===== config.mk =====
export PLATFORM = sky130hd
export DESIGN_NAME = cla_sub_pipe_42bit
export DESIGN_NICKNAME = d
export VERILOG_FILES = /design/src/rtl/cla_sub_pipe_42bit.sv
export SDC_FILE = /design/constraint.sdc
export NUM_CORES = 1
export LEC_CHECK = 0
export ABC_AREA = 1
export ABC_CLOCK_PERIOD_IN_PS = 18400
export CAP_MARGIN = 20
export CORE_ASPECT_RATIO = 0.9
export CORE_MARGIN = 2
export CORE_UTILIZATION = 53
export DETAILED_ROUTE_END_ITERATION = 12
export PLACE_DENSITY = 0.89
export SYNTH_ARGS = -nofsm -noshare
export SYNTH_HDL_FRONTEND = slang
export SYNTH_SLANG_ARGS = --single-unit

===== constraint.sdc =====
create_clock -name i_clk -period 18.4 [get_ports i_clk]
set_input_delay 3.68 -clock i_clk [delete_from_list [all_inputs] [get_ports i_clk]]
set_output_delay 3.68 -clock i_clk [all_outputs]
set_load 0.1 [all_outputs]

===== src/rtl/cla_sub_pipe_42bit.sv =====
// cla_sub_pipe_42bit
//   Two-stage pipelined borrow-lookahead subtractor.
//   o_result = {borrow, i_min - i_sub}; borrow=1 iff i_min < i_sub (unsigned).
//   o_ovf flags signed (two's complement) overflow of i_min - i_sub.
//   Stage 1 subtracts the low SPLIT bits and carries the upper operand bits.
//   Stage 2 subtracts the upper bits with the stage-1 borrow and drives the outputs.
// Ports
//   i_clk, i_rst          clock, synchronous active-high reset
//   i_valid / o_ready     operand handshake (o_ready has no i_valid dependency)
//   i_min, i_sub          WIDTH-bit unsigned minuend / subtrahend
//   o_valid / i_ready     result handshake
//   o_result              WIDTH+1 bits {borrow, difference}
//   o_ovf                 signed overflow of the subtraction

// Borrow-lookahead subtractor block: G=~a&b generates a borrow, P=~a|b
// propagates an incoming one.
module cla_sub_blk #(
  parameter int W = 21
) (
  input  logic [W-1:0] a,
  input  logic [W-1:0] b,
  input  logic         bin,
  output logic [W-1:0] diff,
  output logic         bout
);
  logic [W-1:0] g, p;
  logic [W:0]   bc;

  assign g = ~a & b;
  assign p = ~a | b;

  always_comb begin
    bc    = '0;
    bc[0] = bin;
    for (int i = 0; i < W; i++) begin
      bc[i+1] = g[i] | (p[i] & bc[i]);
    end
  end

  assign diff = a ^ b ^ bc[W-1:0];
  assign bout = bc[W];
endmodule

module cla_sub_pipe_42bit #(
  parameter int WIDTH = 42,
  parameter int SPLIT = 21
) (
  input  logic             i_clk,
  input  logic             i_rst,
  input  logic             i_valid,
  output logic             o_ready,
  input  logic [WIDTH-1:0] i_min,
  input  logic [WIDTH-1:0] i_sub,
  output logic             o_valid,
  input  logic             i_ready,
  output logic [WIDTH:0]   o_result,
  output logic             o_ovf
);
  localparam int HI = WIDTH - SPLIT;

  // stage 1 state
  logic             s1_valid_q, s1_valid_d;
  logic [SPLIT-1:0] s1_lo_diff_q, s1_lo_diff_d;
  logic             s1_lo_bout_q, s1_lo_bout_d;
  logic [HI-1:0]    s1_hi_min_q, s1_hi_min_d;
  logic [HI-1:0]    s1_hi_sub_q, s1_hi_sub_d;

  // stage 2 (output) state
  logic             s2_valid_q, s2_valid_d;
  logic [WIDTH:0]   s2_result_q, s2_result_d;
  logic             s2_ovf_q, s2_ovf_d;

  logic             s1_adv, s2_adv;
  logic [SPLIT-1:0] lo_diff;
  logic             lo_bout;
  logic [HI-1:0]    hi_diff;
  logic             hi_bout;

  cla_sub_blk #(.W(SPLIT)) u_lo (
    .a    (i_min[SPLIT-1:0]),
    .b    (i_sub[SPLIT-1:0]),
    .bin  (1'b0),
    .diff (lo_diff),
    .bout (lo_bout)
  );

  cla_sub_blk #(.W(HI)) u_hi (
    .a    (s1_hi_min_q),
    .b    (s1_hi_sub_q),
    .bin  (s1_lo_bout_q),
    .diff (hi_diff),
    .bout (hi_bout)
  );

  // A stage may advance if it is empty or the stage after it is moving.
  assign s2_adv  = ~s2_valid_q | i_ready;
  assign s1_adv  = ~s1_valid_q | s2_adv;
  assign o_ready = s1_adv;

  always_comb begin
    s1_valid_d   = s1_valid_q;
    s1_lo_diff_d = s1_lo_diff_q;
    s1_lo_bout_d = s1_lo_bout_q;
    s1_hi_min_d  = s1_hi_min_q;
    s1_hi_sub_d  = s1_hi_sub_q;
    s2_valid_d   = s2_valid_q;
    s2_result_d  = s2_result_q;
    s2_ovf_d     = s2_ovf_q;

    // Data loads whenever the stage advances; contents are don't-care
    // while the matching valid is low.
    if (s1_adv) begin
      s1_valid_d   = i_valid;
      s1_lo_diff_d = lo_diff;
      s1_lo_bout_d = lo_bout;
      s1_hi_min_d  = i_min[WIDTH-1:SPLIT];
      s1_hi_sub_d  = i_sub[WIDTH-1:SPLIT];
    end

    if (s2_adv) begin
      s2_valid_d = s1_valid_q;
      if (s1_valid_q) begin
        s2_result_d = {hi_bout, hi_diff, s1_lo_diff_q};
        // Overflow only when operand signs differ and the result sign
        // disagrees with the minuend.
        s2_ovf_d    = (s1_hi_min_q[HI-1] != s1_hi_sub_q[HI-1]) &&
                      (hi_diff[HI-1] != s1_hi_min_q[HI-1]);
      end
    end
  end

  always_ff @(posedge i_clk) begin
    if (i_rst) begin
      s1_valid_q   <= 1'b0;
      s1_lo_diff_q <= '0;
      s1_lo_bout_q <= 1'b0;
      s1_hi_min_q  <= '0;
      s1_hi_sub_q  <= '0;
      s2_valid_q   <= 1'b0;
      s2_result_q  <= '0;
      s2_ovf_q     <= 1'b0;
    end else begin
      s1_valid_q   <= s1_valid_d;
      s1_lo_diff_q <= s1_lo_diff_d;
      s1_lo_bout_q <= s1_lo_bout_d;
      s1_hi_min_q  <= s1_hi_min_d;
      s1_hi_sub_q  <= s1_hi_sub_d;
      s2_valid_q   <= s2_valid_d;
      s2_result_q  <= s2_result_d;
      s2_ovf_q     <= s2_ovf_d;
    end
  end

  assign o_valid  = s2_valid_q;
  assign o_result = s2_result_q;
  assign o_ovf    = s2_ovf_q;
endmodule


==> impl_metrics.ini <==
[run_status]
outcome = complete, no violations

[clocking]
cts_buffers = 9
cts.sinks = 110
cts_root_buffer = clkbuf_8
cts_tree = yes
clk_latency_ns = 0.36
cts_hold_buf = 0
postCtsSetupBuffers = 0
clock_path_buffers = 2
cts_resized = 0
clk_pin_slew_worst_paths_ns = 0.10
cts_htree_levels = 3

[detailed_routing]
drt-total-wl_mm = 12.16
wl_per_cell_um = 14.14
vias_per_cell = 5.122
drt-initial-drc-count = 317
detail-route-antenna-nets = 0
vias = 4405
drc_errors = 0
dr.pass1.iters = 5

[placement]
port_buffers = 133
post-place-ws_ns = 5.733
hpwl_mm = 8.837
routabilityCongestion = 0.8354
dp.cells = 844

[final_layout]
final_util_pct = 69.15
nFillCells = 764
drive_above_1_share_pct = 3.270
area_growth_pct = 28.18
diodes = 0
finalNonFillerCells = 860
nets = 860

[timing]
max_slew.worst_pin.slew_ns = 1.024
hold_violations = 0
finalMaxSlewViolations = 0
period_needed_ns = 12.25
clock.fmax_ghz = 0.08163
slew_headroom_pct = 31.54
finalWorstSetupSlack_ns = 6.150
fin_crit_sh_pct = 66.57
rsz0062_at_grt = false
finalSetupTns_ns = 0
setup_viol = 0
skew_ns = 0.01016

[setup_path]
path_class = primary input to flip-flop
worst_path_max_delay_cell = clkdlybuf4s50_1
r2r-end = o_ovf
r2r_slack_ns = 9.22
crit_fanout = 1
critical_path.max_stage_delay_ns = 0.46
path_common_cell = fa_1
reg2regPathDepth = 30
end_kind = flip-flop
arrival_ns = 12.46
crit_path_start_kind = primary input
r2r_start = s1_lo_bout_q
worstPathRequired_ns = 18.61

[power]
peakVddDrop_v = 0.00004714
power_density_nw_per_um2 = 87.79
power_leakage_nw = 2.923
total_power_uw = 581.0

[yosys]
ys_ff_latch = 110
dominantRegCellSynth = dfxtp_1
synth_most_common_cell = nor2_1
ys_seq_area_share_pct = 42.65
synth_area_sq_um = 5164
syn_nets = 756
ys_types = 21
synth_top_area_share_pct = 42.65
async_flop_share_pct = 0
ys_top_cells_by_count = 127 x nor2_1, 110 x dfxtp_1, 89 x nand2_1, 74 x inv_1, 46 x a21oi_1
synth_area_leaders = dfxtp_1 43%, fa_1 16%, nor2_1 9.2%
syn_area_per_cell_sq_um = 8.262
yosysWarningCount = 0
yosys.area.top_type = dfxtp_1
postSynthCellCount = 625
synth_edf_count = 0

[die]
die-area_sq_um = 10550
initial_core_util_pct = 53.95
pin_count = 134
num_rows = 34
die_height_um = 97.64
chipWidth_um = 108.0
core_area_sq_um = 9572

[grt]
grt.busiest_layer = met2
antenna_found_initial = 0
grt_pass1_wl_mm = 20.20
grtUsageMet2_pct = 40.98
grt.total_usage_pct = 24.17
grt_use_met3_pct = 3.890
overflow = 0
use_met1_pct = 31.34
grt_pass1_vias = 4331
grt_max_degree = 87

[flow_run]
drv_cap = 0

[worst_hold_path]
hold_class = flip-flop to flip-flop
worstHoldEndpoint = s1_lo_diff_q[19]
hold_start = s1_lo_diff_q[19]
min_delay_path_depth = 2
[layout by cell type, fill, tap and decap left out, types with 3 or more instances in the layout]
master / Yosys / layout
a21oi_1: 46 / 46
clkbuf_8: 0 / 10
clkdlybuf4s50_1: 0 / 132
clkinv_4: 0 / 3
dfxtp_1: 110 / 108
fa_1: 41 / 41
inv_1: 74 / 74
nand2_1: 89 / 89
nand4_1: 44 / 44
nor2_1: 127 / 127
o21ai_0: 40 / 40
o21ai_1: 3 / 3
[cells by family (layout without fill, tap and decap cells)]
group | Yosys count | in the layout | synth area share (%)
buf+inv | 119 | 228 | 10.44
flops | 110 | 110 | 42.65
compound gates | 89 | 89 | 8.626
simple gates | 264 | 264 | 21.90
fa+ha+maj | 43 | 43 | 16.38
[critical path, delay by kind of cell]
| kind | cells | cell delay, ns |
|---|---|---|
| adders and majority gates | 21 | 7.88 |
| and+or+nand+nor | 1 | 0.08 |
| AOI/OAI and AO/OA | 1 | 0.09 |
| buffers and inverters | 5 | 0.71 |
[per-stage QoR]
step / hold slack [ns] / cell area (sq um)
floorplan: 0.4489 / 5164
global placement: 0.4575 / 6417
detailed placement: 0.4712 / 6417
CTS: 0.4904 / 6619
global route: 0.4997 / 6619
finish: 0.4907 / 6619
[flip-flops by register name, summed over array words and instances (netlist names)]
| signal | cells |
|---|---|
| o_ovf | 1 |
| s1_hi_sub_q | 21 |
| s1_lo_diff_q | 21 |
| s1_lo_bout_q | 1 |
| s1_valid_q | 1 |
| s1_hi_min_q | 21 |
| o_valid | 1 |
| o_result | 43 |
[where the power goes]
part | switching [mW] | total, mW | internal (mW)
Sequential | 0.0127 | 0.270 | 0.257
Clock | 0.0808 | 0.149 | 0.0677
Combinational | 0.106 | 0.163 | 0.0561
[cell type report]
| class | count | area, sq um | share of cell area, % |
|---|---|---|---|
| repair buffers | 135 | 1341 | 20.26 |
| inverters | 77 | 291.5 | 4.405 |
| clock buffers | 12 | 145.1 | 2.193 |
| clock inverters | 4 | 56.30 | 0.8507 |
| multi-input cells | 396 | 2422 | 36.60 |
| well taps | 126 | 157.7 | 2.382 |
| flip-flops and latches | 110 | 2205 | 33.31 |
[worst max-delay path by stage]
| stage | startpoint | endpoint | slack, ns |
|---|---|---|---|
| after floorplan | i_min[0] | s1_lo_diff_q[20] | 6.77 |
| after global routing | i_min[0] | s1_lo_diff_q[20] | 5.85 |
| after detailed placement | i_min[0] | s1_lo_diff_q[20] | 5.73 |
| after global placement | i_min[0] | s1_lo_diff_q[20] | 6.12 |
| final | i_min[0] | s1_lo_diff_q[20] | 6.15 |
| after CTS | i_min[0] | s1_lo_diff_q[20] | 6.12 |
[per-layer routing]
metal / up-vias / wire length (um) / share of wire, %
met5: - / 0 / 0
met4: 0 / 291 / 2.4
met3: 26 / 602 / 5.0
met2: 150 / 6117 / 50
met1: 2068 / 5148 / 42
li1: 2161 / - / -
No activity file was read; power rests on OpenSTA's default activity.
